File: config.mk
export PLATFORM = sky130hd
export DESIGN_NAME = keypad_scan_fifo
export DESIGN_NICKNAME = d
export VERILOG_FILES = /design/src/rtl/keypad_scan_fifo.sv
export SDC_FILE = /design/constraint.sdc
export NUM_CORES = 1
export LEC_CHECK = 0
export CAP_MARGIN = 25
export CORE_MARGIN = 5
export CORE_UTILIZATION = 47
export DETAILED_ROUTE_END_ITERATION = 7
export GPL_ROUTABILITY_DRIVEN = 0
export HOLD_SLACK_MARGIN = 0.03
export PLACE_DENSITY = 0.68
export SLEW_MARGIN = 0
export SYNTH_ARGS = -nofsm -noshare
export SYNTH_HDL_FRONTEND = slang
export SYNTH_SLANG_ARGS = --single-unit
export TNS_END_PERCENT = 5
File: constraint.sdc
create_clock -name clk_100mhz -period 3.49 [get_ports clk_100mhz]
set_input_delay 0.5235 -clock clk_100mhz [delete_from_list [all_inputs] [get_ports clk_100mhz]]
set_output_delay 0.5235 -clock clk_100mhz [all_outputs]
set_load 0.02 [all_outputs]
File: src/rtl/keypad_scan_fifo.sv
// Row-scanned keypad with per-key debounce feeding a FWFT press/release event FIFO.
// Events are queued the clock after detection; on a full FIFO with no pop they are dropped and overflow latches.
module keypad_scan_fifo #(
  parameter int ROWS           = 5,
  parameter int COLS           = 4,
  parameter int SETTLE_CYCLES  = 1000,
  parameter int DEBOUNCE_SCANS = 4,
  parameter int FIFO_DEPTH     = 8,
  parameter int CODE_W         = 5
) (
  input  logic                 clk_100mhz,
  input  logic                 RSTN,
  input  logic [COLS-1:0]      K_COL,
  output logic [ROWS-1:0]      K_ROW,
  output logic                 key_valid,
  input  logic                 key_ready,
  output logic [CODE_W-1:0]    key_code,
  output logic                 key_press,
  output logic [ROWS*COLS-1:0] key_state,
  output logic                 overflow,
  input  logic                 ovf_clr
);
  localparam int NKEYS = ROWS * COLS;
  localparam int SW    = $clog2(SETTLE_CYCLES);
  localparam int DW    = $clog2(DEBOUNCE_SCANS + 1);
  localparam int RW    = (ROWS > 1) ? $clog2(ROWS) : 1;
  localparam int CW    = (COLS > 1) ? $clog2(COLS) : 1;
  localparam int AW    = $clog2(FIFO_DEPTH);

  typedef enum logic {ST_SETTLE, ST_EVAL} state_t;

  state_t            state_q, state_d;
  logic [SW-1:0]     cnt_q, cnt_d;
  logic [RW-1:0]     row_q, row_d;
  logic [CW-1:0]     col_q, col_d;
  logic [COLS-1:0]   sample_q, sample_d;
  logic [ROWS-1:0]   krow_q, krow_d;
  logic [DW-1:0]     deb_q [NKEYS];
  logic [DW-1:0]     deb_d [NKEYS];
  logic [NKEYS-1:0]  kstate_q, kstate_d;
  logic [DW-1:0]     deb_inc;
  logic [CODE_W-1:0] key_idx;
  logic              evt_vld, evt_press;

  logic [CODE_W:0]   mem_q [FIFO_DEPTH];
  logic [AW:0]       wptr_q, rptr_q;
  logic              ovf_q, full, push, pop;

  assign key_idx = CODE_W'(int'(row_q) * COLS + int'(col_q));

  always_comb begin
    state_d   = state_q;
    cnt_d     = cnt_q;
    row_d     = row_q;
    col_d     = col_q;
    sample_d  = sample_q;
    krow_d    = krow_q;
    deb_d     = deb_q;
    kstate_d  = kstate_q;
    evt_vld   = 1'b0;
    evt_press = 1'b0;
    deb_inc   = deb_q[key_idx] + 1'b1;
    case (state_q)
      ST_SETTLE: begin
        if (cnt_q == SW'(SETTLE_CYCLES - 1)) begin
          sample_d = K_COL;
          cnt_d    = '0;
          col_d    = '0;
          state_d  = ST_EVAL;
        end else begin
          cnt_d = cnt_q + 1'b1;
        end
      end
      ST_EVAL: begin
        // Column lines are active-low, so an inverted sample is the raw "held" level.
        if (~sample_q[col_q] == kstate_q[key_idx]) begin
          deb_d[key_idx] = '0;
        end else if (deb_inc == DW'(DEBOUNCE_SCANS)) begin
          kstate_d[key_idx] = ~kstate_q[key_idx];
          deb_d[key_idx]    = '0;
          evt_vld           = 1'b1;
          evt_press         = ~kstate_q[key_idx];
        end else begin
          deb_d[key_idx] = deb_inc;
        end
        if (col_q == CW'(COLS - 1)) begin
          row_d   = (row_q == RW'(ROWS - 1)) ? '0 : row_q + 1'b1;
          krow_d  = ~(ROWS'(1) << row_d);
          state_d = ST_SETTLE;
        end else begin
          col_d = col_q + 1'b1;
        end
      end
      default: state_d = ST_SETTLE;
    endcase
  end

  always_ff @(posedge clk_100mhz or negedge RSTN) begin
    if (!RSTN) begin
      state_q  <= ST_SETTLE;
      cnt_q    <= '0;
      row_q    <= '0;
      col_q    <= '0;
      sample_q <= '1;
      krow_q   <= ~ROWS'(1);
      kstate_q <= '0;
      for (int i = 0; i < NKEYS; i++) deb_q[i] <= '0;
    end else begin
      state_q  <= state_d;
      cnt_q    <= cnt_d;
      row_q    <= row_d;
      col_q    <= col_d;
      sample_q <= sample_d;
      krow_q   <= krow_d;
      kstate_q <= kstate_d;
      deb_q    <= deb_d;
    end
  end

  assign full = (wptr_q[AW] != rptr_q[AW]) && (wptr_q[AW-1:0] == rptr_q[AW-1:0]);
  assign pop  = key_valid && key_ready;
  assign push = evt_vld && (!full || pop);

  always_ff @(posedge clk_100mhz or negedge RSTN) begin
    if (!RSTN) begin
      wptr_q <= '0;
      rptr_q <= '0;
      ovf_q  <= 1'b0;
      for (int i = 0; i < FIFO_DEPTH; i++) mem_q[i] <= '0;
    end else begin
      if (push) begin
        mem_q[wptr_q[AW-1:0]] <= {evt_press, key_idx};
        wptr_q                <= wptr_q + 1'b1;
      end
      if (pop) rptr_q <= rptr_q + 1'b1;
      if (evt_vld && !push) ovf_q <= 1'b1;
      else if (ovf_clr)     ovf_q <= 1'b0;
    end
  end

  assign K_ROW     = krow_q;
  assign key_valid = (wptr_q != rptr_q);
  assign key_code  = mem_q[rptr_q[AW-1:0]][CODE_W-1:0];
  assign key_press = mem_q[rptr_q[AW-1:0]][CODE_W];
  assign key_state = kstate_q;
  assign overflow  = ovf_q;
endmodule

# ---- Yosys cells after proc, flatten, opt, wreduce, memory -nomap -nowiden
# Index checks and enable logic that the tools add are counted.
dict set report word_totals {
  ff_bits 162
  output_inout_bits 33
  wordCells 126
}
dict set report classes {
  addsub 7
  n_lt_le_gt_ge 8
  eq_ne 10
  shifts 1
  n_mux 37
  bitwise 10
  reduce_logical 15
}
# cell n
set op_table {}
lappend op_table {{60-bit two-way mux} 2}
lappend op_table {{60-bit AND} 1}
lappend op_table {{60-bit bitwise mux} 1}
lappend op_table {{60-bit NOT} 1}
lappend op_table {{48-bit bitwise mux} 1}
lappend op_table {{20-bit bitwise mux} 1}
lappend op_table {{6-bit binary-select mux with 3-bit select} 1}
lappend op_table {{6-bit demux with 3-bit select} 1}
lappend op_table {{6-bit two-way mux} 3}
lappend op_table {{3-bit binary-select mux with 5-bit select} 1}
lappend op_table {{3-bit demux with 5-bit select} 1}
lappend op_table {{1-bit two-way mux} 13}
lappend op_table {{3-bit two-way mux} 4}
lappend op_table {{10-bit by 1-bit adder with 10-bit output, second input constant} 1}
lappend op_table {{10-bit == test, second input constant} 1}
lappend op_table {{10-bit two-way mux} 1}
lappend op_table {{4-bit by 1-bit adder with 4-bit output, second input constant} 2}
lappend op_table {{4-bit >= comparator, second input constant} 2}
lappend op_table {{3-bit NOT with 4-bit output} 2}
lappend op_table {{1-bit logical AND} 7}
lappend op_table {{3-bit by 1-bit adder with 3-bit output, second input constant} 2}
lappend op_table {{3-bit == test, second input constant} 2}
lappend op_table {{6-bit >= comparator, second input constant} 1}
lappend op_table {{5-bit by 6-bit < comparator with 1-bit output, second input constant} 1}
lappend op_table {{other kinds (27)} 35}

# ---- Longest topological paths before layout
dict set report depth {
  depth_word 14
  mapped_depth 16
}

# ---- Least setup slack after synthesis
# Ideal clock, no wire load.
dict set report synth_path {
  path_kind {register to register}
  startpoint {reg col_q[0]}
  endpoint {reg mem_q[41] in the netlist's numbering}
  setup_time_ns 0.125
  arrival_ns 3.257
  slack_ns 0.108
  stages_incl_launch_ff 15
  n_path_buf 4
  period_less_slack_ns 3.382
  cell_sequence {dfrtp_1 buf_6 buf_4 mux4_2 mux4_2 inv_1 o21ai_0 ha_1 inv_1 and4_4 nor3_2 and4b_1 buf_4 buf_6 mux2_4}
}
dict set report synth_via {
  elab_chain_len 11
  word_cells_on_any_way 22
}
# element line
set synth_rtl {}
lappend synth_rtl {{start, declared} 35} ;# logic [CW-1:0] col_q, col_d;
lappend synth_rtl {{start signal, assigned} 112} ;# col_q <= col_d;
lappend synth_rtl {{5-bit by 2-bit adder with 5-bit output} 49} ;# assign key_idx = CODE_W'(int'(row_q) * COLS + int'(col_q));
lappend synth_rtl {{5-bit NOT with 6-bit output (implied by the code)} 62} ;# deb_inc = deb_q[key_idx] + 1'b1;
lappend synth_rtl {{3-bit binary-select mux with 5-bit select} 62}
lappend synth_rtl {{3-bit two-way mux (implied by the code) (2 in series)} 62}
lappend synth_rtl {{3-bit by 1-bit adder with 3-bit output} 62}
lappend synth_rtl {{3-bit == test} 78} ;# end else if (deb_inc == DW'(DEBOUNCE_SCANS)) begin
lappend synth_rtl {{1-bit two-way mux} 78}
lappend synth_rtl {{1-bit two-way mux} 76} ;# if (~sample_q[col_q] == kstate_q[key_idx]) begin
lappend synth_rtl {{1-bit two-way mux} 63} ;# case (state_q)
lappend synth_rtl {{48-bit bitwise mux / 1-bit logical AND (equally long branches)} {132, 122}}
lappend synth_rtl {{end signal, assigned by index} 132} ;# mem_q[wptr_q[AW-1:0]] <= {evt_press, key_idx};
lappend synth_rtl {{end, declared} 45} ;# logic [CODE_W:0] mem_q [FIFO_DEPTH];
# Several ways; a longest one is shown, not always the timed one. The select of a mux whose other input is x is not followed.
# A chain may end at the register's enable or synchronous reset.

# ---- Worst setup path in the final report
dict set report layout_path {
  startpoint {reg col_q[0]}
  endpoint {reg deb_q[42] in the netlist's numbering}
}
dict set report layout_via {
  elab_chain_len 10
  word_cells_on_any_way 23
}
# element line
set layout_rtl {}
lappend layout_rtl {{parallel branches: the longest is 9 deep, another holds 5-bit by 2-bit adder with 5-bit output} n/a}
lappend layout_rtl {{60-bit two-way mux (*)} 76}
lappend layout_rtl {{end signal, assigned} 116} ;# deb_q <= deb_d;
lappend layout_rtl {{end, declared} 38} ;# logic [DW-1:0] deb_q [NKEYS];
# Every way passes the cells marked *. The select of a mux whose other input is x is not followed.

==> results by group <==
Outcome
  – Status: finished clean

CTS
  – TritonCTS clock tree: yes
  – Root Buffer Master: clkbuf_16
  – Clk sinks: 162
  – Htree depth: 4
  – Longest Clk Path Bufs: 2
  – Worst-Skew Late Latency: 0.43 ns
  – Clk slew on worst S/H paths: 0.06 ns
  – Num CTS Buffers: 17
  – Total setup buffers inserted after CTS: 0

STA
  – Slew @ Worst Pin: 0.838 ns
  – Setup-failing EPs final: 0
  – RSZ-0062 raised after global routing: false
  – Fmax: 307 MHz
  – Setup WS post-layout: 0.232 ns
  – Final period utilization: 93.3%
  – Final min period: 3.26 ns
  – Worst slew margin: 43.9%
  – Final Max Slew Viols: 0
  – Final Hold Fails: 0
  – Fin Setup TNS: 0 ns
  – Clock Skews: 0.00751 ns

Logic synthesis
  – Syn Nets: 668
  – Sequential area share after synthesis: 50.4%
  – Async SR Flop Fraction: 100%
  – Synth area leaders: dfrtp_1, mux2_2, mux4_2
  – Synth top cells by count: dfrtp_1, mux2_2, nand2_1
  – Count leader, synth: dfrtp_1
  – Mapped Area: 0.00806 mm²
  – Synth Instances: 647
  – Synthesis-stage register bit count: 162
  – Synth unique cells: 59
  – Share of the synthesized area in the top cell type: 47.8%
  – Syn_area_per_cell: 12.5 µm²
  – Post-synth top area cell: dfrtp_1
  – Ys Warns: 0
  – Primary FF master, synth: dfrtp_1
  – EDFF count, synth: 0

Placement
  – Dpl cells: 890
  – # port buffers: 40
  – Pre-CTS WS: 0.0881 ns
  – Final HPWL DP: 12,500 µm
  – Post-DP Area: 0.00875 mm²

Final layout
  – Fin area: 0.00934 mm²
  – Layout Nets: 710
  – Layout cells sized above 1: 28.3%
  – Cell Count, Final, Fillers Out: 922
  – Fillcell total: 1,364
  – Area grow syn2layout: 15.9%
  – Final core occ: 55.9%
  – # diodes: 0

Global route
  – Largest net degree at the start of global routing: 84
  – Routing usage on met2: 31.5%
  – GRT Total Usage: 19.3%
  – Global route total overflow: 0
  – Grt met1 use: 26.3%
  – Met3 usage: 4.23%
  – Vias in the first global route: 5,593
  – Global-route wire length before repair: 30,600 µm
  – Initial antenna violation count: 0
  – Busiest grt layer: met2

Worst setup path
  – Crit start category: flip-flop
  – Crit path required time: 3.83 ns
  – Crit path kind: flip-flop to flip-flop
  – Crit Path Max Fanout: 20
  – Critical Path AT: 3.60 ns
  – CP Capture Type: flip-flop

Routing
  – Total number of vias: 5,379
  – Drt total wl: 18,100 µm
  – # DRC: 0
  – Final antenna-violating net count: 0
  – Vias per cell: 5.83
  – Pre-Repair DR Iteration Count: 5
  – Wire length per cell: 19.7 µm
  – Drt initial violations: 375

Floorplanning
  – Row count: 47
  – Die X: 141 µm
  – Die height: 141 µm
  – Starting Density: 48.2%
  – I/O Pins: 41
  – Full die area: 0.0199 mm²
  – CORE AREA: 0.0167 mm²

Power and ir drop
  – Max VDD drop: 0.356 mV
  – Leak: 4.08 nW
  – Power Density: 405 mW/mm²

Job
  – Max_cap viols: 0

Min path
  – Hold Path Class: primary input to asynchronous set/reset pin
power breakdown:
part	leakage, nW	internal (mW)	switching (mW)
Clock	0.278	1.06	0.797
Combinational	1.58	0.00909	0.0368
Sequential	2.22	1.88	0.0000000000000000125
critical path, stage by stage (launching register included):
cell and delay, ns:
dfrtp_2 0.50, buf_4 0.22, mux4_2 0.51, nand2_1 0.08
nand2_1 0.06, a22oi_1 0.17, o21ai_0 0.19, ha_1 0.24
inv_1 0.11, and4_4 0.28, nor3_2 0.07, or3b_1 0.35
buf_4 0.21, o21ai_1 0.17
what timing repair did:
action                     in CTS  in global routing
resized for setup               0                  2
setup endpoints to repair       0                 65
hold buffers                    0                  0
hold endpoints to repair        0                  0
path summary, 6_finish.rpt:
check | end | cells after the start | start | slack, ns
setup / recovery | deb_q[42]$_DFFE_PN0P_ | 13 | col_q[0]$_DFFE_PN0P_ | 0.23
hold / removal | mem_q[40]$_DFFE_PN0P_ | 1 | RSTN | 0.14
setup reg to reg | deb_q[42]$_DFFE_PN0P_ | 13 | col_q[0]$_DFFE_PN0P_ | 0.23
hold reg to reg | deb_q[17]$_DFFE_PN0P_ | 2 | deb_q[17]$_DFFE_PN0P_ | 0.49
max in group asynchronous | K_ROW[3]$_DFFE_PN1P_ | 2 | RSTN | 2.34
min in group clk_100mhz | deb_q[17]$_DFFE_PN0P_ | 2 | deb_q[17]$_DFFE_PN0P_ | 0.49
per-stage QoR:
| stage | hold slack, ns | total power, mW |
|---|---|---|
| 2_1_floorplan | 0.228 | 1.91 |
| 3_3_place_gp | 0.458 | 1.96 |
| 3_5_place_dp | 0.472 | 1.96 |
| 4_1_cts | 0.177 | 3.83 |
| 5_1_grt | 0.200 | 3.92 |
| 6_report | 0.145 | 3.78 |
logic make-up (layout without fill, tap and decap cells):
logic type | count (synthesis) | in the layout | synth area share, %
xor gates and xnor gates | 18 | 18 | 1.96
AOI/OAI and AO/OA | 88 | 88 | 7.58
DFF | 162 | 162 | 50.4
muxes | 126 | 126 | 21.8
and+or+nand+nor | 181 | 181 | 12.5
adders and majority gates | 13 | 13 | 2.02
buffers and inverters | 59 | 114 | 3.74
sequential cells by signal (all words and copies together) (netlist names), 2 cells and up:
register   count
row_q          3
col_q          2
rptr_q         4
mem_q         48
sample_q       4
wptr_q         4
K_ROW          5
deb_q         60
cnt_q         10
key_state     20
routing by layer:
layer	share of wire, %	wire length [µm]
met2	50	9090
met3	4.4	793
met4	1.6	283
met1	44	7970
met5	0	0
layout make-up:
| class | count | area, µm² | share of cell area [%] |
|---|---|---|---|
| Clock inverter | 14 | 154 | 1.65 |
| Inverter | 10 | 37.5 | 0.402 |
| Tap cell | 220 | 275 | 2.95 |
| Multi-Input combinational cell | 426 | 3700 | 39.6 |
| Timing Repair Buffer | 72 | 683 | 7.31 |
| Clock buffer | 18 | 429 | 4.59 |
| Sequential cell | 162 | 4070 | 43.5 |
layout by cell type (no fill, tap or decap), types with 19 or more instances in the layout:
cell	n
buf_4	28
o21ai_1	20
nand2_1	67
mux4_2	27
mux2_2	69
clkdlybuf4s50_1	39
o21ai_0	27
nand3_1	24
nand4_1	25
nor2_1	23
dfrtp_1	153
a32o_1	19
Note: power is estimated with default switching activity, not from simulation.
